$ cat src/rtl/raster_pixel_receiver_pkg.sv
// Shared definitions for the raster pixel receiver.
// Holds the default lane/framebuffer geometry, the Q10.6 unit constant and
// the receiver state encoding used by the top-level FSM.
package raster_pixel_receiver_pkg;

    localparam int RPR_W      = 16;
    localparam int RPR_FRAC   = 6;
    localparam int RPR_FB_W   = 320;
    localparam int RPR_FB_H   = 240;
    localparam int RPR_ADDR_W = 17;

    // One whole pixel expressed in Q10.6 units.
    localparam int ONE_PIX = 1 << RPR_FRAC;

    typedef enum logic [1:0] {
        IDLE   = 2'd0,
        SHIFT  = 2'd1,
        COMMIT = 2'd2
    } rprState_e;

endpackage

$ cat src/rtl/raster_pixel_receiver_sipo_lane.sv
// rpr_sipo_lane: W-bit MSB-first serial-to-parallel shift register.
// Ports:
//   CLK      clock
//   RST      asynchronous active-high reset, clears the word
//   load_i   start of a new word: discard contents, capture bit_i as the MSB
//   shift_i  shift bit_i in at the LSB end
//   bit_i    serial lane input
//   word_o   assembled word; complete after one load and W-1 shifts
module rpr_sipo_lane
    import raster_pixel_receiver_pkg::*;
#(
    parameter int W = RPR_W
) (
    input  logic         CLK,
    input  logic         RST,
    input  logic         load_i,
    input  logic         shift_i,
    input  logic         bit_i,
    output logic [W-1:0] word_o
);

    logic [W-1:0] word_q;
    logic [W-1:0] word_d;

    // A load restarts the word so a mid-word strobe cannot leave stale
    // bits behind; the MSB then walks up to bit W-1 over the next W-1 shifts.
    always_comb begin
        word_d = word_q;
        if (load_i) begin
            word_d = {{(W-1){1'b0}}, bit_i};
        end else if (shift_i) begin
            word_d = {word_q[W-2:0], bit_i};
        end
    end

    always_ff @(posedge CLK or posedge RST) begin
        if (RST) begin
            word_q <= '0;
        end else begin
            word_q <= word_d;
        end
    end

    assign word_o = word_q;

endmodule

$ cat src/rtl/raster_pixel_receiver.sv
// raster_pixel_receiver: far end of the rasterizer output link.
// Deserialises the PX/PY/C lanes, converts Q10.6 coordinates to a linear
// framebuffer address and writes every in-triangle, on-screen pixel.
// Ports:
//   CLK, RST        clock, asynchronous active-high reset
//   STRB            marks the MSB cycle of a word on all three lanes
//   PX, PY, C       serial x, y (Q10.6 signed) and colour, MSB first
//   VALID           sampled with STRB: pixel lies inside the triangle
//   DONE            rasterizer finished the current triangle
//   FB_WE           framebuffer write strobe (one cycle)
//   FB_ADDR         y_int*FB_W + x_int, held between writes
//   FB_WDATA        colour, held between writes
//   TRI_DONE        one-cycle pulse once a triangle is fully committed
//   TRI_PIX         writes issued for the last triangle
//   CLIP_CNT        saturating count of valid pixels dropped off-screen
//   FRAME_ERR       sticky: a strobe arrived in the middle of a word
module raster_pixel_receiver
    import raster_pixel_receiver_pkg::*;
#(
    parameter int W      = RPR_W,
    parameter int FRAC   = RPR_FRAC,
    parameter int FB_W   = RPR_FB_W,
    parameter int FB_H   = RPR_FB_H,
    parameter int ADDR_W = RPR_ADDR_W
) (
    input  logic              CLK,
    input  logic              RST,
    input  logic              STRB,
    input  logic              PX,
    input  logic              PY,
    input  logic              C,
    input  logic              VALID,
    input  logic              DONE,
    output logic              FB_WE,
    output logic [ADDR_W-1:0] FB_ADDR,
    output logic [W-1:0]      FB_WDATA,
    output logic              TRI_DONE,
    output logic [ADDR_W-1:0] TRI_PIX,
    output logic [15:0]       CLIP_CNT,
    output logic              FRAME_ERR
);

    localparam int                 CNT_W      = $clog2(W);
    localparam logic [CNT_W-1:0]   LAST_BIT   = CNT_W'(W - 1);
    localparam logic signed [W-1:0] X_LIM     = W'(FB_W);
    localparam logic signed [W-1:0] Y_LIM     = W'(FB_H);
    localparam logic [ADDR_W-1:0]  ROW_STRIDE = ADDR_W'(FB_W);
    localparam logic [ADDR_W-1:0]  PIX_MAX    = '1;
    localparam logic [15:0]        CLIP_MAX   = 16'hFFFF;

    rprState_e          state_q, state_d;
    logic [CNT_W-1:0]   bitCnt_q, bitCnt_d;
    logic               vld_q, vld_d;
    logic               pendDone_q, pendDone_d;
    logic               doneFire_q, doneFire_d;
    logic [ADDR_W-1:0]  pixCnt_q, pixCnt_d;
    logic               fbWe_q, fbWe_d;
    logic [ADDR_W-1:0]  fbAddr_q, fbAddr_d;
    logic [W-1:0]       fbWdata_q, fbWdata_d;
    logic               triDone_q, triDone_d;
    logic [ADDR_W-1:0]  triPix_q, triPix_d;
    logic [15:0]        clipCnt_q, clipCnt_d;
    logic               frameErr_q, frameErr_d;

    logic               laneShift;
    logic [W-1:0]       pxWord, pyWord, cWord;
    logic signed [W-1:0] xInt, yInt;
    logic               onScreen;
    logic [ADDR_W-1:0]  pixAddr;
    logic               fireNow;

    // Every strobe (re)starts all three lanes; shifting only happens while
    // a word is being assembled so the word stays stable through COMMIT.
    assign laneShift = (state_q == SHIFT) && !STRB;

    rpr_sipo_lane #(.W(W)) uLanePx (
        .CLK(CLK), .RST(RST), .load_i(STRB), .shift_i(laneShift),
        .bit_i(PX), .word_o(pxWord)
    );

    rpr_sipo_lane #(.W(W)) uLanePy (
        .CLK(CLK), .RST(RST), .load_i(STRB), .shift_i(laneShift),
        .bit_i(PY), .word_o(pyWord)
    );

    rpr_sipo_lane #(.W(W)) uLaneC (
        .CLK(CLK), .RST(RST), .load_i(STRB), .shift_i(laneShift),
        .bit_i(C), .word_o(cWord)
    );

    // Integer pixel position (floor, arithmetic shift keeps negatives
    // negative) and its linear address; the address is only meaningful
    // when the pixel is on-screen, where it cannot overflow ADDR_W.
    assign xInt     = $signed(pxWord) >>> FRAC;
    assign yInt     = $signed(pyWord) >>> FRAC;
    assign onScreen = !xInt[W-1] && (xInt < X_LIM) && !yInt[W-1] && (yInt < Y_LIM);
    assign pixAddr  = ADDR_W'(yInt) * ROW_STRIDE + ADDR_W'(xInt);

    // A triangle is closed either directly by DONE while idle, or one cycle
    // after the COMMIT of the word that was in flight when DONE arrived.
    assign fireNow = doneFire_q || ((state_q == IDLE) && DONE && !STRB);

    // State register.
    always_ff @(posedge CLK or posedge RST) begin
        if (RST) begin
            state_q <= IDLE;
        end else begin
            state_q <= state_d;
        end
    end

    // Next-state logic: a strobe always lands in SHIFT (including the
    // back-to-back case out of COMMIT and the restart case inside SHIFT).
    always_comb begin
        state_d = state_q;
        case (state_q)
            IDLE:    if (STRB) state_d = SHIFT;
            SHIFT:   if (!STRB && (bitCnt_q == LAST_BIT)) state_d = COMMIT;
            COMMIT:  state_d = STRB ? SHIFT : IDLE;
            default: state_d = IDLE;
        endcase
    end

    // Output and datapath next values: bit counting, pixel commit,
    // clip/pixel counters, frame error and triangle completion.
    always_comb begin
        bitCnt_d   = bitCnt_q;
        vld_d      = vld_q;
        pendDone_d = pendDone_q;
        doneFire_d = 1'b0;
        pixCnt_d   = pixCnt_q;
        fbWe_d     = 1'b0;
        fbAddr_d   = fbAddr_q;
        fbWdata_d  = fbWdata_q;
        triDone_d  = 1'b0;
        triPix_d   = triPix_q;
        clipCnt_d  = clipCnt_q;
        frameErr_d = frameErr_q;

        if (STRB) begin
            bitCnt_d = CNT_W'(1);
            vld_d    = VALID;
        end else if (state_q == SHIFT) begin
            bitCnt_d = bitCnt_q + CNT_W'(1);
        end

        case (state_q)
            IDLE: begin
                if (DONE && STRB) pendDone_d = 1'b1;
            end
            SHIFT: begin
                if (STRB) frameErr_d = 1'b1;
                if (DONE) pendDone_d = 1'b1;
            end
            COMMIT: begin
                if (vld_q) begin
                    if (onScreen) begin
                        fbWe_d    = 1'b1;
                        fbAddr_d  = pixAddr;
                        fbWdata_d = cWord;
                        if (pixCnt_q != PIX_MAX) pixCnt_d = pixCnt_q + ADDR_W'(1);
                    end else if (clipCnt_q != CLIP_MAX) begin
                        clipCnt_d = clipCnt_q + 16'd1;
                    end
                end
                // A DONE arriving with a back-to-back strobe belongs to the
                // new word; otherwise it closes the word being committed.
                doneFire_d = pendDone_q || (DONE && !STRB);
                pendDone_d = DONE && STRB;
            end
            default: ;
        endcase

        // Never coincides with COMMIT, so no write can race the snapshot.
        if (fireNow) begin
            triDone_d = 1'b1;
            triPix_d  = pixCnt_q;
            pixCnt_d  = '0;
        end
    end

    // Datapath and output registers.
    always_ff @(posedge CLK or posedge RST) begin
        if (RST) begin
            bitCnt_q   <= '0;
            vld_q      <= 1'b0;
            pendDone_q <= 1'b0;
            doneFire_q <= 1'b0;
            pixCnt_q   <= '0;
            fbWe_q     <= 1'b0;
            fbAddr_q   <= '0;
            fbWdata_q  <= '0;
            triDone_q  <= 1'b0;
            triPix_q   <= '0;
            clipCnt_q  <= '0;
            frameErr_q <= 1'b0;
        end else begin
            bitCnt_q   <= bitCnt_d;
            vld_q      <= vld_d;
            pendDone_q <= pendDone_d;
            doneFire_q <= doneFire_d;
            pixCnt_q   <= pixCnt_d;
            fbWe_q     <= fbWe_d;
            fbAddr_q   <= fbAddr_d;
            fbWdata_q  <= fbWdata_d;
            triDone_q  <= triDone_d;
            triPix_q   <= triPix_d;
            clipCnt_q  <= clipCnt_d;
            frameErr_q <= frameErr_d;
        end
    end

    assign FB_WE     = fbWe_q;
    assign FB_ADDR   = fbAddr_q;
    assign FB_WDATA  = fbWdata_q;
    assign TRI_DONE  = triDone_q;
    assign TRI_PIX   = triPix_q;
    assign CLIP_CNT  = clipCnt_q;
    assign FRAME_ERR = frameErr_q;

endmodule
$ cat config.mk
export PLATFORM = sky130hd
export DESIGN_NAME = raster_pixel_receiver
export DESIGN_NICKNAME = d
export VERILOG_FILES = /design/src/rtl/raster_pixel_receiver_pkg.sv /design/src/rtl/raster_pixel_receiver_sipo_lane.sv /design/src/rtl/raster_pixel_receiver.sv
export SDC_FILE = /design/constraint.sdc
export NUM_CORES = 1
export LEC_CHECK = 0
export BUFFER_PORTS_ARGS = -buffer_cell sky130_fd_sc_hd__buf_2
export CORE_MARGIN = 5
export CORE_UTILIZATION = 63
export DETAILED_ROUTE_END_ITERATION = 16
export GPL_TIMING_DRIVEN = 0
export PLACE_DENSITY_LB_ADDON = 0.25
export SLEW_MARGIN = 10
export SYNTH_ARGS = -nofsm -noshare
export SYNTH_HDL_FRONTEND = slang
export SYNTH_SLANG_ARGS = --single-unit
$ cat constraint.sdc
create_clock -name CLK -period 8.3 [get_ports CLK]
set_clock_uncertainty 0.15 [all_clocks]
set_input_delay 2.49 -clock CLK [delete_from_list [all_inputs] [get_ports CLK]]
set_output_delay 2.49 -clock CLK [all_outputs]
set_load 0.01 [all_outputs]
==> results_dict.tcl <==
set metrics [dict create \
    nNetsFinal 811 \
    cp.buffers_inverters 3 \
    cp.depth 7 \
    start_kind "primary input" \
    setup_viol 0 \
    ys_seq_elements 143 \
    crit_start "DONE" \
    dp_slack_ns 3.75 \
    worstMarginPinSlew_ns 0.830 \
    synthDistinctLibCells 45 \
    pwr_density_cell_mw_per_mm2 200 \
    hold_viol_final 0 \
    synth-xor-area-share_pct 5.36 \
    gr-total-overflow 0 \
    total_leakage_power_nw 3.92 \
    crit_top_cell "nand2_1" \
    min_from "TRI_PIX[7]$_DFFE_PP0N_" \
    path_class "in -> reg" \
    start_util_pct 64.6 \
    ios 77 \
    post-cts-setup-buffers 0 \
    rows 37 \
    ys_warn_count 0 \
    synth_top_family_by_area "simple AND/OR/NAND/NOR gates" \
    htree_num_levels 4 \
    synth.largest_area_cell "dfrtp_1" \
    synth_cells 674 \
    irDropWorstVdd_uv 140 \
    synth_fa_ha_area_share_pct 6.39 \
    path_delay_family "buffers and inverters" \
    diodes 0 \
    setup-tns-final_ns 0 \
    io_buffers 76 \
    fin_crit_sh_pct 48.7 \
    worstSetupEndpointType "flop" \
    cts_buffers 17 \
    rr_worst_depth 13 \
    setup_ws_ns 4.26 \
    grt_max_degree 89 \
    synth_compound_area_share_pct 9.79 \
    min_path_cells 2 \
    synth_common_cells "nand2_1, dfrtp_1, a21oi_1" \
    detail_route.wl_per_cell_um 15.7 \
    die_area_mm2 0.0128 \
    grt_usage_pct 24.0 \
    cp_max_fo 10 \
    synth_area_leaders "dfrtp_1, nand2_1, ha_1, a21oi_1, mux2_2" \
    gp_congestion 0.881 \
    dr.pass1.iters 4 \
    routed_wl_um 14400 \
    status "completed" \
    ctsResizeCount 0 \
    muxShareOfSynthArea_pct 4.76 \
    max_freq_mhz 247 \
    cap_violations 0 \
    synth_nets 715 \
    drc_errors 0 \
    holdBufCountCts 0 \
    ys_seq_area_share_pct 53.4 \
    crit_chain "buf_2 -> nor2b_1 -> a21oi_1 -> clkinv_1 -> clkbuf_1 -> nand2_1 -> nand2_1" \
    via_per_inst 5.66 \
    antenna_found_initial 1 \
    rsz0062_at_grt "false" \
    vias 5187 \
    relSlewSlack_pct 44.7 \
    fin_area_mm2 0.00786 \
    synthArstFlopShare_pct 100 \
    syn_area_mm2 0.00670 \
    synth.top_cell.area_share_pct 53.4 \
    slew_violations 0 \
    die_w_um 113 \
    drive_above_1_share_pct 18.6 \
    areaGrowthSynthToFinish_pct 17.3 \
    antenna_left 0 \
    yosys.area_share.simple_pct 17.7 \
    cts_tree "yes" \
    clkLatencyLatePin_ns 0.52 \
    min_path_type "reg -> reg" \
    slowest_delay_ns 0.65 \
    yosys.cell_count.top_type "nand2_1" \
    power_w 0.00157 \
    synth_edf_count 0 \
    reg2reg_from "uLanePy.word_o[7]$_DFFE_PP0P_" \
    avgSynthCellArea_um2 9.94 \
    cts.sinks 143 \
    dpl_cell_area_mm2 0.00728 \
    cts.clk_slew.worst_paths_ns 0.06 \
    grt_pass1_vias 5286 \
    drtIter0Drc 297 \
    hpwl_um 9900 \
    dp_cells 887 \
    fin_crit_ns 4.04 \
    fin_cells 917 \
    grt_pass1_wl_um 25000 \
    max-clock-path-buffers 2 \
    ys.flop_type "dfrtp_1" \
    coreArea_mm2 0.0104 \
    die_h_um 113 \
    required_ns 8.56 \
    cp.arrival_ns 4.30 \
    cpMaxStageDelayCell "a21oi_1" \
    root_buffer "clkbuf_8" \
]
## per-stage QoR
step / hold slack, ns / util [%]
after floorplan: 0.318 / -
after global placement: 0.296 / 69.9
after detailed placement: 0.302 / 70.2
final: 0.312 / 75.8
after global routing: 0.348 / 75.8
after CTS: 0.316 / 75.8
## routing by layer
| metal | up-vias | routed length [um] | GRT usage [%] |
|---|---|---|---|
| li1 | 2472 | - | - |
| met1 | 2565 | 6200 | 30.7 |
| met2 | 119 | 7360 | 41.4 |
| met3 | 29 | 661 | 5.24 |
| met4 | 2 | 206 | 6.89 |
| met5 | - | 11 | 0 |
## state kept, by name (all words and copies together), names as in the netlist
| register | cells |
|---|---|
| vld_q | 1 |
| TRI_PIX | 17 |
| FRAME_ERR | 1 |
| TRI_DONE | 1 |
| FB_WDATA | 16 |
| uLanePy.word_o | 16 |
| pendDone_q | 1 |
| bitCnt_q | 4 |
| uLaneC.word_o | 16 |
| doneFire_q | 1 |
| state_q | 2 |
| uLanePx.word_o | 16 |
| CLIP_CNT | 16 |
| FB_ADDR | 17 |
| pixCnt_q | 17 |
| FB_WE | 1 |
## worst paths after layout
check / end / slack [ns]
max: TRI_PIX[0]$_DFFE_PP0N_ / 4.26
min: TRI_PIX[7]$_DFFE_PP0N_ / 0.31
min reg2reg: TRI_PIX[7]$_DFFE_PP0N_ / 0.31
max in group asynchronous: FB_ADDR[2]$_DFFE_PP0P_ / 5.35
max reg2reg: FB_ADDR[16]$_DFFE_PP0P_ / 4.70
min in group asynchronous: CLIP_CNT[0]$_DFFE_PP0P_ / 1.87
## area by class of cell
class | count | area (um2)
clock buffer | 17 | 414
buffer | 26 | 101
tap | 136 | 170
sequential | 143 | 3580
fill | 720 | 2510
timing repair buffer | 77 | 408
clock inverter | 13 | 163
inverter | 19 | 76.3
multi-input combinational | 486 | 2950
## logic make-up after synthesis
group                    count (synthesis)
AND/OR/NAND/NOR                        267
flip-flops                             143
AO/OA/AOI/OAI                          117
buffers and inverters                   45
XOR/XNOR                                41
adder cells (fa/ha/maj)                 33
multiplexers                            28
## placed cells by master, fill, tap and decap left out, types with 2 or more instances in the layout
cell / count
clkinv_2: 3
clkbuf_16: 16
or3_1: 3
nand4_1: 10
nor3_1: 9
and3_1: 5
mux2_2: 27
buf_2: 79
clkinvlp_4: 3
a31oi_1: 2
nand2_1: 168
inv_1: 17
o21ai_0: 24
nor3b_1: 2
nor2b_1: 5
xnor2_1: 21
clkbuf_1: 23
o211ai_1: 2
inv_6: 4
a21oi_1: 71
bufinv_16: 3
nand2b_1: 2
nand3_1: 13
dfrtp_1: 143
o21a_1: 3
nor4_1: 3
nor2_1: 35
and4_1: 4
ha_1: 31
o21bai_1: 2
fa_1: 2
xor2_1: 20
a21o_1: 6
## tightest hold or removal path, delay by kind of cell (launching register included)
kind,cells,cell delay (ns)
flip-flops,1,0.34
AND/OR/NAND/NOR,2,0.10
## where the power goes
group          internal, W  switching, W  leakage, nW
registers         0.000726     0.0000234         1.91
logic            0.0000290     0.0000485         1.74
clock network     0.000455      0.000287        0.277
total              0.00121      0.000358         3.92
(Power assumes the default switching activity.)
